==> config.mk <==
export PLATFORM = sky130hd
export DESIGN_NAME = core_seq
export DESIGN_NICKNAME = d
export VERILOG_FILES = /design/src/rtl/core_pkg.sv /design/src/rtl/core_seq_wait_timer.sv /design/src/rtl/core_seq.sv
export SDC_FILE = /design/constraint.sdc
export NUM_CORES = 1
export LEC_CHECK = 0
export CAP_MARGIN = 20
export CORE_MARGIN = 2
export CORE_UTILIZATION = 45
export DETAILED_ROUTE_END_ITERATION = 6
export PLACE_DENSITY_LB_ADDON = 0.3
export SETUP_SLACK_MARGIN = 0.2
export SLEW_MARGIN = 20
export SYNTH_ARGS = -nofsm -noshare
export SYNTH_HDL_FRONTEND = slang
export SYNTH_SLANG_ARGS = --single-unit
==> constraint.sdc <==
create_clock -name I_clk -period 7.2 [get_ports I_clk]
set_input_delay 1.44 -clock I_clk [delete_from_list [all_inputs] [get_ports I_clk]]
set_output_delay 1.44 -clock I_clk [all_outputs]
set_load 0.01 [all_outputs]
==> src/rtl/core_pkg.sv <==
// Shared definitions for the core sequencer.
// Contents: state bit indices, one-hot stage constants, the stage enum,
// the FETCH/MEM sub-phase enum and default parameter values.
package core_pkg;

    localparam int ST_W = 8;

    localparam int ST_FETCH     = 0;
    localparam int ST_DECODE    = 1;
    localparam int ST_REGREAD   = 2;
    localparam int ST_EXEC      = 3;
    localparam int ST_MEM       = 4;
    localparam int ST_WRITEBACK = 5;
    localparam int ST_HALT      = 6;
    localparam int ST_FAULT     = 7;

    localparam logic [ST_W-1:0] OH_FETCH     = 8'h01;
    localparam logic [ST_W-1:0] OH_DECODE    = 8'h02;
    localparam logic [ST_W-1:0] OH_REGREAD   = 8'h04;
    localparam logic [ST_W-1:0] OH_EXEC      = 8'h08;
    localparam logic [ST_W-1:0] OH_MEM       = 8'h10;
    localparam logic [ST_W-1:0] OH_WRITEBACK = 8'h20;
    localparam logic [ST_W-1:0] OH_HALT      = 8'h40;
    localparam logic [ST_W-1:0] OH_FAULT     = 8'h80;

    localparam int DEF_DATA_W      = 16;
    localparam int DEF_CNT_W       = 32;
    localparam int DEF_TIMEOUT_CYC = 1024;
    localparam int DEF_TMR_W       = 16;

    // Stage encoding is the one-hot vector itself, so O_state is the state register.
    typedef enum logic [ST_W-1:0] {
        S_FETCH     = OH_FETCH,
        S_DECODE    = OH_DECODE,
        S_REGREAD   = OH_REGREAD,
        S_EXEC      = OH_EXEC,
        S_MEM       = OH_MEM,
        S_WRITEBACK = OH_WRITEBACK,
        S_HALT      = OH_HALT,
        S_FAULT     = OH_FAULT
    } state_e;

    typedef enum logic [0:0] {
        PH_ISSUE = 1'b0,
        PH_WAIT  = 1'b1
    } phase_e;

endpackage

==> src/rtl/core_seq_wait_timer.sv <==
// Memory-wait watchdog counter.
// Ports:
//   clk, rst_n : clock, asynchronous active-low reset
//   clear      : zero the count (entry to a WAIT phase)
//   count      : one empty WAIT cycle elapsed
//   expired    : the count has reached TIMEOUT_CYC-1, so the empty WAIT
//                cycle currently being counted is the TIMEOUT_CYC-th one.
//                Deliberately independent of 'count' so the caller can gate
//                it without a combinational loop. Tied low when TIMEOUT_CYC=0.
module wait_timer #(
    parameter int TMR_W       = 16,
    parameter int TIMEOUT_CYC = 1024
) (
    input  logic clk,
    input  logic rst_n,
    input  logic clear,
    input  logic count,
    output logic expired
);

    localparam bit ENABLE = (TIMEOUT_CYC != 0);
    localparam logic [TMR_W-1:0] LAST = ENABLE ? TMR_W'(TIMEOUT_CYC - 1) : {TMR_W{1'b0}};

    logic [TMR_W-1:0] cnt_r;

    // Watchdog count: cleared on WAIT entry, advanced per empty WAIT cycle.
    always_ff @(posedge clk or negedge rst_n) begin
        if (!rst_n) begin
            cnt_r <= {TMR_W{1'b0}};
        end else if (clear) begin
            cnt_r <= {TMR_W{1'b0}};
        end else if (count) begin
            cnt_r <= cnt_r + {{(TMR_W-1){1'b0}}, 1'b1};
        end else begin
            cnt_r <= cnt_r;
        end
    end

    assign expired = ENABLE && (cnt_r == LAST);

endmodule

==> src/rtl/core_seq.sv <==
// Multi-cycle CPU sequencer: one-hot stage vector, instruction register,
// MEM-stage skip, halt/resume, memory-wait watchdog and retire counter.
// Ports:
//   I_clk, I_reset  : clock, asynchronous active-low reset
//   I_mem_ready     : mem_ctrl can accept a request
//   I_data_ready    : one-cycle completion pulse from mem_ctrl
//   I_mem_data      : read data from mem_ctrl
//   I_mem_access    : instruction needs MEM (sampled in EXEC)
//   I_halt          : instruction is HALT (sampled in DECODE)
//   I_resume        : leave HALT
//   O_state         : one-hot stage vector
//   O_mem_exec      : memory request strobe (combinational in ISSUE)
//   O_instr         : instruction register
//   O_retired       : retired-instruction count (wraps)
//   O_fault         : sticky memory-timeout fault
module core_seq
    import core_pkg::*;
#(
    parameter int DATA_W      = DEF_DATA_W,
    parameter int CNT_W       = DEF_CNT_W,
    parameter int TIMEOUT_CYC = DEF_TIMEOUT_CYC,
    parameter int TMR_W       = DEF_TMR_W
) (
    input  logic              I_clk,
    input  logic              I_reset,
    input  logic              I_mem_ready,
    input  logic              I_data_ready,
    input  logic [DATA_W-1:0] I_mem_data,
    input  logic              I_mem_access,
    input  logic              I_halt,
    input  logic              I_resume,
    output logic [ST_W-1:0]   O_state,
    output logic              O_mem_exec,
    output logic [DATA_W-1:0] O_instr,
    output logic [CNT_W-1:0]  O_retired,
    output logic              O_fault
);

    state_e            state_r, state_nx;
    phase_e            phase_r, phase_nx;
    logic [DATA_W-1:0] instr_r;
    logic [CNT_W-1:0]  retired_r;
    logic              fault_r;
    logic              mem_exec_s;
    logic              wd_clear_s;
    logic              wd_count_s;
    logic              wd_expired_s;

    wait_timer #(
        .TMR_W       (TMR_W),
        .TIMEOUT_CYC (TIMEOUT_CYC)
    ) u_wait_timer (
        .clk     (I_clk),
        .rst_n   (I_reset),
        .clear   (wd_clear_s),
        .count   (wd_count_s),
        .expired (wd_expired_s)
    );

    // Next-state, phase, strobe and watchdog control.
    always_comb begin
        state_nx   = state_r;
        phase_nx   = phase_r;
        mem_exec_s = 1'b0;
        wd_clear_s = 1'b0;
        wd_count_s = 1'b0;
        case (state_r)
            S_FETCH, S_MEM: begin
                if (phase_r == PH_ISSUE) begin
                    mem_exec_s = I_mem_ready;
                    if (I_mem_ready) begin
                        phase_nx   = PH_WAIT;
                        wd_clear_s = 1'b1;
                    end else begin
                        phase_nx   = PH_ISSUE;
                    end
                end else begin
                    // Completion beats a simultaneous timeout.
                    if (I_data_ready) begin
                        phase_nx = PH_ISSUE;
                        state_nx = (state_r == S_FETCH) ? S_DECODE : S_WRITEBACK;
                    end else begin
                        wd_count_s = 1'b1;
                        if (wd_expired_s) begin
                            state_nx = S_FAULT;
                            phase_nx = PH_ISSUE;
                        end else begin
                            state_nx = state_r;
                        end
                    end
                end
            end
            S_DECODE:    state_nx = I_halt ? S_HALT : S_REGREAD;
            S_REGREAD:   state_nx = S_EXEC;
            S_EXEC:      state_nx = I_mem_access ? S_MEM : S_WRITEBACK;
            S_WRITEBACK: begin
                state_nx = S_FETCH;
                phase_nx = PH_ISSUE;
            end
            S_HALT: begin
                if (I_resume) begin
                    state_nx = S_FETCH;
                    phase_nx = PH_ISSUE;
                end else begin
                    state_nx = S_HALT;
                end
            end
            S_FAULT:     state_nx = S_FAULT;
            default: begin
                state_nx = S_FETCH;
                phase_nx = PH_ISSUE;
            end
        endcase
    end

    // Stage and phase registers.
    always_ff @(posedge I_clk or negedge I_reset) begin
        if (!I_reset) begin
            state_r <= S_FETCH;
            phase_r <= PH_ISSUE;
        end else begin
            state_r <= state_nx;
            phase_r <= phase_nx;
        end
    end

    // Instruction register: captured only when a fetch completes.
    always_ff @(posedge I_clk or negedge I_reset) begin
        if (!I_reset) begin
            instr_r <= {DATA_W{1'b0}};
        end else if ((state_r == S_FETCH) && (phase_r == PH_WAIT) && I_data_ready) begin
            instr_r <= I_mem_data;
        end else begin
            instr_r <= instr_r;
        end
    end

    // Retire counter, advanced as WRITEBACK is left.
    always_ff @(posedge I_clk or negedge I_reset) begin
        if (!I_reset) begin
            retired_r <= {CNT_W{1'b0}};
        end else if (state_r == S_WRITEBACK) begin
            retired_r <= retired_r + {{(CNT_W-1){1'b0}}, 1'b1};
        end else begin
            retired_r <= retired_r;
        end
    end

    // Sticky fault flag, set on the edge that enters FAULT.
    always_ff @(posedge I_clk or negedge I_reset) begin
        if (!I_reset) begin
            fault_r <= 1'b0;
        end else begin
            fault_r <= fault_r | (state_nx == S_FAULT);
        end
    end

    assign O_state    = state_r;
    assign O_mem_exec = mem_exec_s;
    assign O_instr    = instr_r;
    assign O_retired  = retired_r;
    assign O_fault    = fault_r;

endmodule

==> results of run 1 <==
==> state kept, by name, summed over array words and instances, names as in the netlist <==
signal	cells
O_retired	32
O_instr	16
u_wait_timer.cnt_r	16
O_state	8
O_fault	1
phase_r	1
==> worst max-delay path, stage by stage (launching register included) <==
cell,delay (ps)
dfrtp_1,520
or4_4,620
or3_1,410
nor3b_2,870
clkdlybuf4s50_1,700
==> logic make-up (layout without fill, tap and decap cells) <==
group,count (synthesis),count (layout),share of synthesized area
simple gates,140,140,0.236
flops,74,74,0.540
xor+xnor,45,45,0.115
mux,17,17,0.0558
buf+inv,14,101,0.0211
compound gates,12,12,0.0248
fa+ha+maj,2,2,0.00729
==> cells in the final DEF (no fill, tap or decap), types with 2 or more instances in the layout <==
| cell type | count |
|---|---|
| a21oi_1 | 3 |
| a22o_1 | 2 |
| and3_1 | 10 |
| and4_1 | 8 |
| bufinv_16 | 3 |
| clkbuf_8 | 11 |
| clkdlybuf4s50_1 | 79 |
| clkinv_2 | 2 |
| dfrtp_1 | 73 |
| ha_1 | 2 |
| inv_1 | 3 |
| mux2_2 | 17 |
| nand2_1 | 22 |
| nand2b_1 | 5 |
| nand3_1 | 22 |
| nand4_1 | 8 |
| nor2_1 | 22 |
| nor3_1 | 13 |
| nor3b_1 | 2 |
| nor4_1 | 5 |
| nor4_4 | 2 |
| o21ai_0 | 2 |
| or2_2 | 2 |
| or3_1 | 6 |
| or4_1 | 3 |
| or4b_2 | 2 |
| xnor2_1 | 34 |
| xor2_1 | 11 |
==> report_power, final <==
part	internal, mW	total, mW	switching [mW]
clock	0.248	0.400	0.151
combinational	0.199	0.359	0.160
sequential	0.484	0.542	0.0578
total	0.931	1.30	0.369
==> metrics by stage <==
stage               power (mW)  utilization  hold slack, ps  setup WS (ps)
global route              1.37        0.622             493           2110
detailed placement       0.907        0.586             462           2350
floorplan                0.729            -             503           3730
CTS                       1.31        0.621             481           2290
finish                    1.30        0.622             476           2310
global placement         0.895        0.586             459           2390
==> final timing paths <==
check	from	end	slack, ps	cells after the start
max in group asynchronous	I_reset	O_fault	5280	2
hold reg to reg	O_fault	O_fault	480	1
hold / removal	O_fault	O_fault	480	1
setup reg to reg	O_state[1]	u_wait_timer.cnt_r[0]	4220	5
min in group asynchronous	I_reset	O_retired[26]	1310	2
setup / recovery	O_state[1]	O_mem_exec	2310	4
==> cell type report <==
class                      count  area, µm²  share of cell area
clock buffer                  11        151              0.0332
multi-input combinational    216       1510               0.330
inverter                       3       11.3             0.00247
clock inverter                 5        100              0.0219
tap                           99        124              0.0272
timing repair buffer          82        815               0.179
sequential                    74       1850               0.406
==> metal layers <==
metal / global-route usage / vias to the layer above / wire length (µm)
li1: - / 1239 / -
met1: 0.249 / 1242 / 3340
met2: 0.279 / 61 / 3480
met3: 0.0573 / 12 / 306
met4: 0.0808 / 0 / 121
met5: 0 / - / 0
==> flow_summary_export.csv, run 1 <==
group,metric,value,unit
drt,vias_per_cell,5.21,
place,placed_cell_area,4300,µm²
clocking,cts_made_buffers,9,
timing,fin_crit,4890,ps
finish,area_growth,32.9,%
floorplanning,ios,81,
finish,nNetsFinal,411,
finish,drive_gt1_frac,0.120,
floorplanning,dieArea,8340,µm²
yosys,synth.top_cell.area_share,0.532,
status,status,"finished clean",
grt,grt_start_max_net_pins,75,
timing,tightestPinTransition,1020,ps
yosys,yosys_warnings,0,
place,dpl.hpwl,5110,µm
clocking,path_clk_slew,70,ps
timing,rsz0062_at_grt,"no",
grt,gr-total-overflow,0,
grt,grt_first_pass_wirelength,12200,µm
drt,first_pass_iters,4,
yosys,synth_area_per_cell,11.3,µm²
clocking,clock_sinks,74,
timing,finalSetupViolations,0,
drt,wirelength,7250,µm
yosys,syn_nets,329,
power_and_ir_drop,power_density,285,nW/µm²
place,placed_cells,473,
yosys,synth_common_cells,"dfrtp_1 (73), xnor2_1 (34), nand2_1 (22), nand3_1 (22), nor2_1 (22)",
clocking,tritoncts,"done",
flow_run,cap_violations,0,
clocking,post-cts-setup-buffers,0,
grt,grtUsageTotal,0.186,
timing,hold_viol,0,
yosys,yosysMostFrequentCell,"dfrtp_1",
yosys,yosysTopAreaCell,"dfrtp_1",
timing,slew_headroom,0.316,
clocking,cts_hold_buf,0,
setup_path,worstSetupPathType,"flip-flop to output pin",
setup_path,worstPathArrival,3450,ps
power_and_ir_drop,power.leakage,1.94,nW
drt,wire_per_inst,14.8,µm
clocking,root_buffer,"clkbuf_8",
setup_path,required,5760,ps
timing,finClkSkew,8.54,ps
setup_path,worstPathMaxFanout,17,
grt,grt_antenna_before_repair,0,
yosys,syn-instance-count,304,
yosys,ys_types,41,
yosys,synth_seq_cells,74,
floorplanning,die_w,91.3,µm
drt,drtIter0Drc,113,
yosys,async_reset_ff_frac,1.00,
floorplanning,start_util,0.468,
finish,n_antenna_cell,0,
finish,nFillCells,574,
finish,final_cell_area,4560,µm²
floorplanning,coreArea,7330,µm²
grt,grt_pass1_vias,2515,
yosys,synth_edf_count,0,
drt,ant_nets,0,
setup_path,cp-start-kind,"flip-flop",
clocking,clockBufferDepth,2,
floorplanning,rows,31,
finish,fin_cells,490,
timing,timing.final.crit_share,0.679,
clocking,cts_htree_levels,3,
clocking,cts_resized,0,
power_and_ir_drop,ir_drop,0.000184,V
worst_hold_path,hp-class,"flip-flop to flip-flop",
timing,timing.final.max_slew_violations,0,
drt,drc,0,
setup_path,crit_path_end_kind,"output pin",
place,io_buffer_count,80,
timing,tns,0,ps
yosys,synth.cell_area,3430,µm²
yosys,synthTopCellsByArea,"dfrtp_1 (53%), xnor2_1 (8.7%), mux2_2 (5.6%)",
yosys,ys_seq_area_frac,0.540,
drt,vias,2554,
clocking,clkLatencyLatePin,340,ps
floorplanning,die_height,91.3,µm
yosys,ys.flop_type,"dfrtp_1",
place,gp_congestion,0.815,
timing,max_freq,205,MHz
Note: power is estimated with default switching activity, not from simulation.
==> run 2: changes to the inputs <==
- clock period: 7.2 -> 4.5 ns (I/O delays scaled with it)
==> flow_summary_export.csv, run 2 (same netlist as run 1, synthesis figures left out) <==
group,metric,value,unit
setup_path,worstPathArrival,2700,ps
grt,grt_start_max_net_pins,41,
place,io_buffer_count,80,
grt,grt_first_pass_wirelength,12500,µm
place,placed_cells,474,
floorplanning,ios,81,
finish,fin_cells,491,
power_and_ir_drop,swShare,0.300,
power_and_ir_drop,power_density,444,nW/µm²
power_and_ir_drop,combPwrFrac,0.284,
worst_hold_path,hp-class,"flip-flop to flip-flop",
grt,grtUsageTotal,0.192,
clocking,cts_made_buffers,9,
drt,vias_per_cell,5.30,
status,status,"finished clean",
finish,drive_gt1_frac,0.122,
timing,hold_viol,0,
clocking,cts_resized,0,
place,gp_congestion,0.829,
clocking,path_clk_slew,80,ps
finish,fin_util,0.619,
setup_path,crit_slowest_cell,"or4_4",
clocking,root_buffer,"clkbuf_8",
timing,timing.final.max_slew_violations,0,
timing,finClkSkew,7.46,ps
floorplanning,die_w,91.3,µm
drt,drc,0,
setup_path,required,3600,ps
setup_path,crit_path_end_kind,"output pin",
grt,grt_pass1_vias,2531,
floorplanning,coreArea,7330,µm²
drt,dr.max_layer_used,"met4",
clocking,clkLatencyLatePin,350,ps
floorplanning,die_height,91.3,µm
timing,slew_headroom,0.391,
setup_path,worstPathMaxFanout,13,
drt,wire_per_inst,15.2,µm
clocking,tritoncts,"done",
drt,first_pass_iters,4,
clocking,cts_hold_buf,0,
timing,rsz0062_at_grt,"no",
setup_path,worstSetupPathType,"flip-flop to output pin",
setup_path,critPathTopFamily,"simple AND/OR/NAND/NOR gates",
timing,tightestPinTransition,914,ps
flow_run,cap_violations,0,
drt,wl_met1,3330,µm
drt,wl_met2,3700,µm
finish,final_common_cell,"clkdlybuf4s50_1",
grt,gr-total-overflow,0,
floorplanning,rows,31,
drt,drtIter0Drc,135,
finish,nFillCells,577,
power_and_ir_drop,power.leakage,1.92,nW
drt,ant_nets,0,
timing,timing.final.crit_share,0.799,
finish,n_antenna_cell,0,
drt,vias,2602,
timing,tns,0,ps
power_and_ir_drop,p_sw,0.604,mW
finish,nNetsFinal,412,
place,dpl.hpwl,5320,µm
power_and_ir_drop,seq_power_share,0.431,
timing,finalSetupViolations,0,
drt,wirelength,7450,µm
finish,largest_reg_flops,32,
clocking,clockBufferDepth,2,
drt,routed-wl-met3,292,µm
grt,grt_antenna_before_repair,0,
power_and_ir_drop,clkPwrFrac,0.285,
power_and_ir_drop,internal-power,1.41,mW
setup_path,path_cells,"or4_4, or3_1, nor3b_2, clkdlybuf4s50_1",
setup_path,cp-start-kind,"flip-flop",
finish,area_growth,32.2,%
clocking,cts_htree_levels,3,
floorplanning,dieArea,8340,µm²
power_and_ir_drop,ir_drop,0.000291,V
setup_path,cp.buffers_inverters,1,
finish,final_cell_mix,"clkdlybuf4s50_1 (79), dfrtp_1 (73), xnor2_1 (34)",
clocking,post-cts-setup-buffers,0,
setup_path,max_stage_delay,620,ps
clocking,clock_sinks,74,
timing,max_freq,278,MHz
floorplanning,start_util,0.468,
timing,fin_crit,3600,ps
run 2: changes by cell type in the layout (fill, tap and decap cells not counted):
cell,before,now
buf_4,1,3
buf_6,1,0
bufinv_16,3,2
clkbuf_8,11,9
clkinv_2,2,0
clkinvlp_4,0,3
inv_6,0,2
run 2: final timing paths:
path | startpoint | end | slack, ps | cells past startpoint
worst min register to register | O_retired[31] | O_retired[31] | 470 | 1
max in group asynchronous | I_reset | O_instr[10] | 2850 | 2
worst max-delay path | O_state[1] | O_mem_exec | 900 | 4
worst min-delay path | O_retired[31] | O_retired[31] | 470 | 1
min in group asynchronous | I_reset | O_retired[26] | 670 | 1
worst max register to register | O_state[7] | O_instr[5] | 1710 | 5
run 2: power groups by stage:
stage / Sequential [mW] / Combinational [mW] / Clock [mW]
2_1_floorplan: 0.897 / 0.269 / 0
3_3_place_gp: 0.874 / 0.565 / 0
3_5_place_dp: 0.881 / 0.577 / 0
4_1_cts: 0.868 / 0.580 / 0.587
5_1_grt: 0.886 / 0.624 / 0.622
6_report: 0.868 / 0.572 / 0.575
run 2: layout make-up:
class / instances / area [µm²] / share of cell area
sequential: 74 / 1850 / 0.408
multi-input combinational: 216 / 1510 / 0.332
timing repair buffer: 83 / 818 / 0.180
clock buffer: 9 / 124 / 0.0273
tap: 99 / 124 / 0.0273
clock inverter: 7 / 100 / 0.0221
inverter: 3 / 11.3 / 0.00248
run 2: worst reg2reg max path: stages (launching register included):
cell and delay [ps]:
dfrtp_1 470, or2_1 360, or3_1 480, nor4_4 730, buf_4 300, mux2_2 340
run 2: per-stage QoR:
step	cell area, µm²	hold WS (ps)	setup slack [ps]	power [mW]
2_1_floorplan	3430	503	1620	1.17
6_report	4540	473	903	2.02
3_3_place_gp	4310	455	1300	1.44
3_5_place_dp	4310	456	1290	1.46
5_1_grt	4540	502	792	2.13
4_1_cts	4530	478	885	2.04
run 2: layer usage:
metal | track usage | up-vias
li1 | - | 1238
met1 | 0.247 | 1291
met2 | 0.314 | 62
met3 | 0.0415 | 11
met4 | 0.0783 | 0
met5 | 0 | -
